<file path="config.mk">
export PLATFORM = sky130hd
export DESIGN_NAME = kf8259_in_service_control
export DESIGN_NICKNAME = d
export VERILOG_FILES = /design/src/rtl/kf8259_common_pkg.sv /design/src/rtl/kf8259_priority_resolver.sv /design/src/rtl/kf8259_in_service_control.sv
export SDC_FILE = /design/constraint.sdc
export NUM_CORES = 1
export LEC_CHECK = 0
export CAP_MARGIN = 20
export CORE_MARGIN = 5
export CORE_UTILIZATION = 44
export DETAILED_ROUTE_END_ITERATION = 8
export DONT_BUFFER_PORTS = 1
export GPL_TIMING_DRIVEN = 0
export PLACE_DENSITY = 0.58
export SYNTH_ARGS = -nofsm -noshare
export SYNTH_HDL_FRONTEND = slang
export SYNTH_SLANG_ARGS = --single-unit
</file>
<file path="constraint.sdc">
create_clock -name clock -period 11.37 [get_ports clock]
set_input_delay 2.274 -clock clock [delete_from_list [all_inputs] [get_ports clock]]
set_output_delay 2.274 -clock clock [all_outputs]
set_load 0.005 [all_outputs]
</file>
<file path="src/rtl/kf8259_common_pkg.sv">
// kf8259_common_pkg: shared state encoding and priority helpers for the 8259 in-service stage.
package kf8259_common_pkg;
  typedef enum logic [1:0] {IDLE, ACK1, WAIT2, ACK2} state_t;
  localparam logic [2:0] SPURIOUS_LEVEL = 3'd7;
  typedef struct packed {
    logic       valid;
    logic [2:0] level;
  } resolved_t;
  function automatic logic [7:0] rotate_right8(input logic [7:0] v, input logic [2:0] n);
    logic [15:0] d;
    d = {v, v} >> n;
    return d[7:0];
  endfunction
  function automatic logic [7:0] rotate_left8(input logic [7:0] v, input logic [2:0] n);
    logic [15:0] d;
    d = {v, v} << n;
    return d[15:8];
  endfunction
  // Lowest set bit index wins.
  function automatic resolved_t resolve_highest(input logic [7:0] v);
    resolved_t r;
    r = '0;
    for (int i = 7; i >= 0; i--)
      if (v[i]) r = '{valid: 1'b1, level: 3'(i)};
    return r;
  endfunction
endpackage

</file>
<file path="src/rtl/kf8259_priority_resolver.sv">
// kf8259_priority_resolver: fully nested priority check of IRR against ISR under a rotating pointer.
module kf8259_priority_resolver
  import kf8259_common_pkg::*;
(
  input  logic [7:0] interrupt_request_register,
  input  logic [7:0] in_service_register,
  input  logic [2:0] priority_pointer,
  output logic       eligible,
  output logic [2:0] level,
  output logic [2:0] highest_isr_level,
  output logic       highest_isr_valid
);
  logic [2:0] shift;
  resolved_t  irr_top, isr_top;
  // Rotating by pointer+1 puts the rank-0 level at bit 0.
  assign shift             = priority_pointer + 3'd1;
  assign irr_top           = resolve_highest(rotate_right8(interrupt_request_register, shift));
  assign isr_top           = resolve_highest(rotate_right8(in_service_register, shift));
  assign eligible          = irr_top.valid & (~isr_top.valid | (irr_top.level < isr_top.level));
  assign level             = irr_top.level + shift;
  assign highest_isr_level = isr_top.level + shift;
  assign highest_isr_valid = isr_top.valid;
endmodule

</file>
<file path="src/rtl/kf8259_in_service_control.sv">
// kf8259_in_service_control: ISR, INT generation, two-pulse INTA handshake, vector output and EOI handling.
module kf8259_in_service_control
  import kf8259_common_pkg::*;
#(
  parameter logic [2:0] RESET_PRIORITY_POINTER = 3'd7
) (
  input  logic       clock,
  input  logic       reset_n,
  input  logic [7:0] interrupt_request_register,
  input  logic       interrupt_acknowledge_n,
  input  logic       non_specific_eoi,
  input  logic       specific_eoi,
  input  logic [2:0] eoi_level,
  input  logic       auto_eoi_config,
  input  logic       rotate_on_eoi,
  input  logic [4:0] vector_base,
  output logic       interrupt_out,
  output logic       freeze,
  output logic [7:0] clear_interrupt_request,
  output logic [7:0] in_service_register,
  output logic [7:0] vector_out,
  output logic       vector_out_enable
);
  state_t     state, state_next;
  logic [2:0] pointer, pointer_next, level_q, level_next, level, highest_isr_level, eoi_target;
  logic       inta_prev, spurious, spurious_next, eligible, highest_isr_valid;
  logic       fall, rise, ack, aeoi, eoi_valid;
  logic [7:0] eoi_mask, ack_mask, aeoi_mask, isr_next, vector_next;
  logic       int_next, freeze_next, ven_next;
  kf8259_priority_resolver resolver (
    .interrupt_request_register(interrupt_request_register),
    .in_service_register       (in_service_register),
    .priority_pointer          (pointer),
    .eligible                  (eligible),
    .level                     (level),
    .highest_isr_level         (highest_isr_level),
    .highest_isr_valid         (highest_isr_valid)
  );
  always_comb begin
    fall          = inta_prev & ~interrupt_acknowledge_n;
    rise          = ~inta_prev & interrupt_acknowledge_n;
    eoi_valid     = specific_eoi ? in_service_register[eoi_level] : (non_specific_eoi & highest_isr_valid);
    eoi_target    = specific_eoi ? eoi_level : highest_isr_level;
    eoi_mask      = eoi_valid ? 8'd1 << eoi_target : 8'd0;
    ack           = (state == IDLE) & fall;
    ack_mask      = (ack & eligible) ? 8'd1 << level : 8'd0;
    aeoi          = (state == ACK2) & rise & auto_eoi_config & ~spurious;
    aeoi_mask     = aeoi ? 8'd1 << level_q : 8'd0;
    // EOI clear lands before the acknowledge set, so a same-bit collision leaves the bit set.
    isr_next      = ((in_service_register & ~eoi_mask) | ack_mask) & ~aeoi_mask;
    pointer_next  = (aeoi & rotate_on_eoi) ? level_q : (eoi_valid & rotate_on_eoi) ? eoi_target : pointer;
    level_next    = ack ? (eligible ? level : SPURIOUS_LEVEL) : level_q;
    spurious_next = ack ? ~eligible : spurious;
    int_next      = (state == IDLE) & ~fall & eligible;
    freeze_next   = (state == IDLE) ? fall : ~((state == ACK2) & rise);
    vector_next   = ((state == WAIT2) & fall) ? {vector_base, level_q} : vector_out;
    ven_next      = ((state == WAIT2) & fall) | ((state == ACK2) & ~interrupt_acknowledge_n);
    state_next    = state;
    case (state)
      IDLE:    state_next = fall ? ACK1 : IDLE;
      ACK1:    state_next = rise ? WAIT2 : ACK1;
      WAIT2:   state_next = fall ? ACK2 : WAIT2;
      default: state_next = rise ? IDLE : ACK2;
    endcase
  end
  always_ff @(negedge clock or negedge reset_n)
    if (!reset_n) begin
      state                   <= IDLE;
      pointer                 <= RESET_PRIORITY_POINTER;
      level_q                 <= SPURIOUS_LEVEL;
      spurious                <= 1'b0;
      inta_prev               <= 1'b1;
      in_service_register     <= 8'd0;
      interrupt_out           <= 1'b0;
      freeze                  <= 1'b0;
      clear_interrupt_request <= 8'd0;
      vector_out              <= 8'd0;
      vector_out_enable       <= 1'b0;
    end else begin
      state                   <= state_next;
      pointer                 <= pointer_next;
      level_q                 <= level_next;
      spurious                <= spurious_next;
      inta_prev               <= interrupt_acknowledge_n;
      in_service_register     <= isr_next;
      interrupt_out           <= int_next;
      freeze                  <= freeze_next;
      clear_interrupt_request <= ack_mask;
      vector_out              <= vector_next;
      vector_out_enable       <= ven_next;
    end
endmodule

</file>
# Word level (Yosys, flattened, before mapping)
# Index checks and enable logic that the tools add are counted.
[word_totals]
word_cells = 87
register_bits = 37
input_bits = 23
[op_classes]
mux = 32
order_cmp = 2
add_sub_neg = 3
shift = 5
n_reduce_logical = 2
bitwise_logic = 29
eq_ne = 3
[ops]
columns = ["cell", "count"]
rows = [
  ["$mux W4", 16],
  ["$shr A16 B3 Y8", 2],
  ["$mux W8", 3],
  ["$shl A1 B3 Y8 const A", 3],
  ["$and A8 B8 Y8", 2],
  ["$not A8 Y8", 2],
  ["$and A1 B1 Y1", 15],
  ["$mux W3", 4],
  ["$or A8 B8 Y8", 1],
  ["$not A1 Y1", 7],
  ["$add A3 B3 Y3", 2],
  ["$pmux W2 S3", 1],
  ["$mux W1", 5],
  ["$eq A2 B2 Y1 const B", 2],
  ["$lt A3 B4 Y1 const B", 1],
  ["$mux W2", 2],
  ["$add A3 B1 Y3 const B", 1],
  ["$bmux W1 S3", 1],
  ["$lt A3 B3 Y1", 1],
  ["$eq A2 B1 Y1 const B", 1],
  ["$logic_not A2 Y1", 1],
  ["$or A1 B1 Y1", 2],
  ["$reduce_bool A2 Y1", 1],
]

# Logic depth before layout (Yosys ltp)
[depth]
depth_word = 18
depth_mapped = 20

# Hierarchy
# Synthesis repeated with hierarchy kept, for this count alone.
[hier_totals]
hier_cells = 329
hier_area_um2 = 3064.2
[modules_own_cells]
columns = ["module", "seq_area_each_um2", "area_per_inst_um2", "instances", "cells_each"]
rows = [
  ["kf8259_in_service_control", 934.6, 1883.1, 1, 175],
  ["kf8259_priority_resolver", 0.0, 1181.1, 1, 154],
]

==> flow_summary.rst <==
.. list-table::
   :header-rows: 1

   * - Metric
     - Value
   * - Status
     - finished, final reports clean
   * - Worst-case hold path end point
     - spurious$_DFFE_NN0P_
   * - Horizontal die dimension
     - 91.12 um
   * - Via count of the first global-routing pass
     - 2,311
   * - Postcts setup bufs
     - 0
   * - Die outline height
     - 91.12 um
   * - Drt total wl
     - 7419 um
   * - Distinct cell type count of the synthesized netlist
     - 69
   * - Detailed-route vias per instance
     - 6.214
   * - Seq/Total Area, Yosys
     - 32.28%
   * - Number of hold-repair buffers added at the cts stage
     - 0
   * - Worst reg2reg path endpoint
     - in_service_register[6]$_DFF_NN0_
   * - IO Port Bufs
     - 0
   * - Antenna violations before repair
     - 0
   * - Post-synth EDFFs
     - 0
   * - Number of violations reported at the end of detailed-routing iteration 0
     - 126
   * - Crit path max-delay cell type
     - sky130_fd_sc_hd__mux4_2
   * - Core area
     - 6386 um2
   * - FP Rows
     - 29
   * - Post-CTS Resized
     - 0
   * - Synthesized area
     - 2895 um2
   * - Area delta synth->final
     - 8.297%
   * - Count of pins on the block boundary
     - 50
   * - Number of clock buffers inserted by TritonCTS
     - 5
   * - Synth Flop Type
     - sky130_fd_sc_hd__dfrtn_1
   * - Rel. slew slack
     - 44.08%
   * - H-tree Lvls
     - 2
   * - Unrepaired setup endpoints after global routing
     - no
   * - Global route total overflow
     - 0
   * - Final-layout fill cell count
     - 618
   * - Worst reg2reg path depth
     - 18
   * - Initial Utilization
     - 45.34%
   * - Tot GR Track Use
     - 17.73%
   * - Flop-to-flop setup slack
     - 6900 ps
   * - Count of vias placed by the detailed router
     - 2,436
   * - Latest clock arrival within the worst-skew pair
     - 350 ps
   * - Post-route ant nets
     - 0
   * - CP Class
     - in -> reg
   * - Detailed placer's ending HPWL
     - 5603 um
   * - Worst setup skew after layout
     - 57.46 ps
   * - Clock-pin slew reported for the worst setup and hold paths after clock tree synthesis
     - 50 ps
   * - Drt first pass iters
     - 4
   * - TritonCTS clock tree
     - done
   * - Share of post-route cells with drive strength above 1
     - 19.37%
   * - Leading cell type in the layout, fill and taps excluded
     - sky130_fd_sc_hd__dfrtn_1
   * - Clk sink count
     - 37
   * - Maximum Capacitance Violations
     - 0
   * - Net count of the mapped netlist
     - 331
   * - Global-route wire length before repair
     - 12,050 um
   * - Post-layout net count
     - 344
   * - Hold WS
     - 459.3 ps
   * - Start point of the worst hold path
     - spurious$_DFFE_NN0P_
   * - Endpoint kind of the worst setup timing path
     - register
   * - Depth of the worst hold-timing path
     - 1
   * - Signal arrival time at the worst endpoint
     - 4890 ps
   * - Required time worst endpoint
     - 5970 ps
   * - WL/cell
     - 18.93 um
   * - Ordered cell list for the critical path
     - or2_1 > mux4_2 > a21oi_1 > or3_1 > nand2_1 > ha_1 > o21a_1 > o21ai_1 > o211ai_2 > o32ai_1
   * - Inserted Diodes
     - 0
   * - Syn Inst Count
     - 301
   * - DRC violation count after routing
     - 0
   * - Clock tree buffer depth
     - 2
   * - Commonest cells after routing, fill and taps aside
     - 30 x sky130_fd_sc_hd__dfrtn_1, 29 x sky130_fd_sc_hd__nor2_1, 17 x sky130_fd_sc_hd__nand2_1
   * - Maximum number of pins on one net before global-route repair
     - 38
   * - Setup TNS
     - 0 ps
   * - Post-synthesis sequential element count
     - 37
   * - Worst setup SP type
     - input port
   * - Synthesis warning total
     - 0
   * - Clock root cell
     - sky130_fd_sc_hd__clkbuf_8
   * - Final Hold Viols
     - 0
   * - Share of async-settable or async-resettable flops after synthesis
     - 100.0%
   * - Max-slew violation count
     - 0
   * - Class of the tightest hold or removal check
     - reg -> reg
   * - Routability congestion estimate
     - 0.8242
   * - CP Max Fanout
     - 7
   * - Setup violation total in the final timing report
     - 0
   * - Maximum single-stage delay on the critical path
     - 520 ps
   * - Worst R2R Start
     - pointer[0]$_DFFE_NN1P_
   * - Pin slew with the least headroom to its limit
     - 837.0 ps
   * - Synthesized area divided by synthesized cell count
     - 9.619 um2
   * - Overall die area
     - 8303 um2
[registers in the layout, indices dropped and copies added (netlist names)]
name and flops:
pointer 3, level_q 3, in_service_register 8, freeze 1
interrupt_out 1, vector_out 8, clear_interrupt_request 8, state 2
vector_out_enable 1, inta_prev 1, spurious 1
[Yosys cell counts (3+ instances only)]
| cell | n | area (um2) |
|---|---|---|
| sky130_fd_sc_hd__o21ai_1 | 3 | 15.01 |
| sky130_fd_sc_hd__dfrtn_1 | 30 | 750.7 |
| sky130_fd_sc_hd__or2_1 | 4 | 25.02 |
| sky130_fd_sc_hd__and3b_1 | 5 | 43.79 |
| sky130_fd_sc_hd__mux2i_1 | 7 | 70.07 |
| sky130_fd_sc_hd__nand3_1 | 4 | 20.02 |
| sky130_fd_sc_hd__o31ai_1 | 7 | 52.55 |
| sky130_fd_sc_hd__nand2_1 | 17 | 63.81 |
| sky130_fd_sc_hd__or3_1 | 4 | 25.02 |
| sky130_fd_sc_hd__nor3_1 | 11 | 55.05 |
| sky130_fd_sc_hd__buf_2 | 3 | 15.01 |
| sky130_fd_sc_hd__dfstp_2 | 7 | 183.9 |
| sky130_fd_sc_hd__a21oi_1 | 14 | 70.07 |
| sky130_fd_sc_hd__mux2i_2 | 3 | 41.29 |
| sky130_fd_sc_hd__inv_1 | 9 | 33.78 |
| sky130_fd_sc_hd__nor3b_1 | 5 | 37.54 |
| sky130_fd_sc_hd__o22ai_1 | 4 | 25.02 |
| sky130_fd_sc_hd__mux2_2 | 15 | 168.9 |
| sky130_fd_sc_hd__mux2_1 | 6 | 67.56 |
| sky130_fd_sc_hd__mux4_2 | 7 | 157.7 |
| sky130_fd_sc_hd__nor2b_1 | 7 | 43.79 |
| sky130_fd_sc_hd__nand2b_1 | 4 | 25.02 |
| sky130_fd_sc_hd__a21o_1 | 3 | 22.52 |
| sky130_fd_sc_hd__o32ai_1 | 4 | 35.03 |
| sky130_fd_sc_hd__a211oi_1 | 3 | 22.52 |
| sky130_fd_sc_hd__o21ai_0 | 9 | 45.04 |
| sky130_fd_sc_hd__a22o_1 | 4 | 35.03 |
| sky130_fd_sc_hd__ha_1 | 5 | 62.56 |
| sky130_fd_sc_hd__clkbuf_1 | 7 | 26.28 |
| sky130_fd_sc_hd__o21a_1 | 6 | 45.04 |
| sky130_fd_sc_hd__o32a_1 | 3 | 30.03 |
| sky130_fd_sc_hd__inv_2 | 4 | 15.01 |
| sky130_fd_sc_hd__a22oi_1 | 3 | 22.52 |
| sky130_fd_sc_hd__nor2_1 | 29 | 108.9 |
[worst max path at each step]
stage                                   from                                to  slack (ps)  cells past startpoint
2_1_floorplan  interrupt_request_register[3]            level_q[0]$_DFFE_NN1P_        1040                      9
3_3_place_gp   interrupt_request_register[7]  in_service_register[0]$_DFF_NN0_         780                     12
3_5_place_dp   interrupt_request_register[3]            level_q[1]$_DFFE_NN1P_         760                     10
4_1_cts        interrupt_request_register[3]  in_service_register[6]$_DFF_NN0_        1100                     10
5_1_grt        interrupt_request_register[0]  in_service_register[6]$_DFF_NN0_         820                     12
6_report       interrupt_request_register[3]  in_service_register[6]$_DFF_NN0_        1080                     10
[layer usage]
metal | GRT usage [%] | share of wire (%) | up-vias
li1 | - | - | 1170
met3 | 3.140 | 4.3 | 8
met2 | 27.94 | 48 | 63
met5 | 0 | 0 | -
met4 | 6.112 | 1.0 | 0
met1 | 24.55 | 47 | 1195
[worst max-delay path, delay by kind of cell]
family / cells / cell delay, ps
compound gates: 5 / 1370
mux: 1 / 520
simple gates: 3 / 440
fa+ha+maj: 1 / 300
[metrics by stage]
stage,instances,instance area (um2),setup slack [ps],utilization (%)
final,392,3136,1084,49.10
after global routing,392,3136,818.0,49.10
after CTS,392,3136,1099,49.10
after detailed placement,378,2992,760.8,46.85
after global placement,378,2992,776.1,46.85
after floorplan,301,2895,1035,-
[layout make-up]
type	instances	area (um2)	area share [%]
buffer	14	75.07	2.394
tap	77	96.34	3.073
clock inverter	9	65.06	2.075
sequential	37	934.6	29.81
clock buffer	6	82.58	2.634
inverter	12	45.04	1.437
multi-input combinational	237	1837	58.58
[cells by family after synthesis]
family | synth area share (%)
buf+inv | 4.278
xor+xnor | 0.9077
compound gates | 22.17
fa+ha+maj | 3.544
flops | 32.28
mux | 17.98
simple gates | 18.84
Power is not shown: default switching activity piles up to over one toggle a cycle in this logic, so the estimate is an artifact.
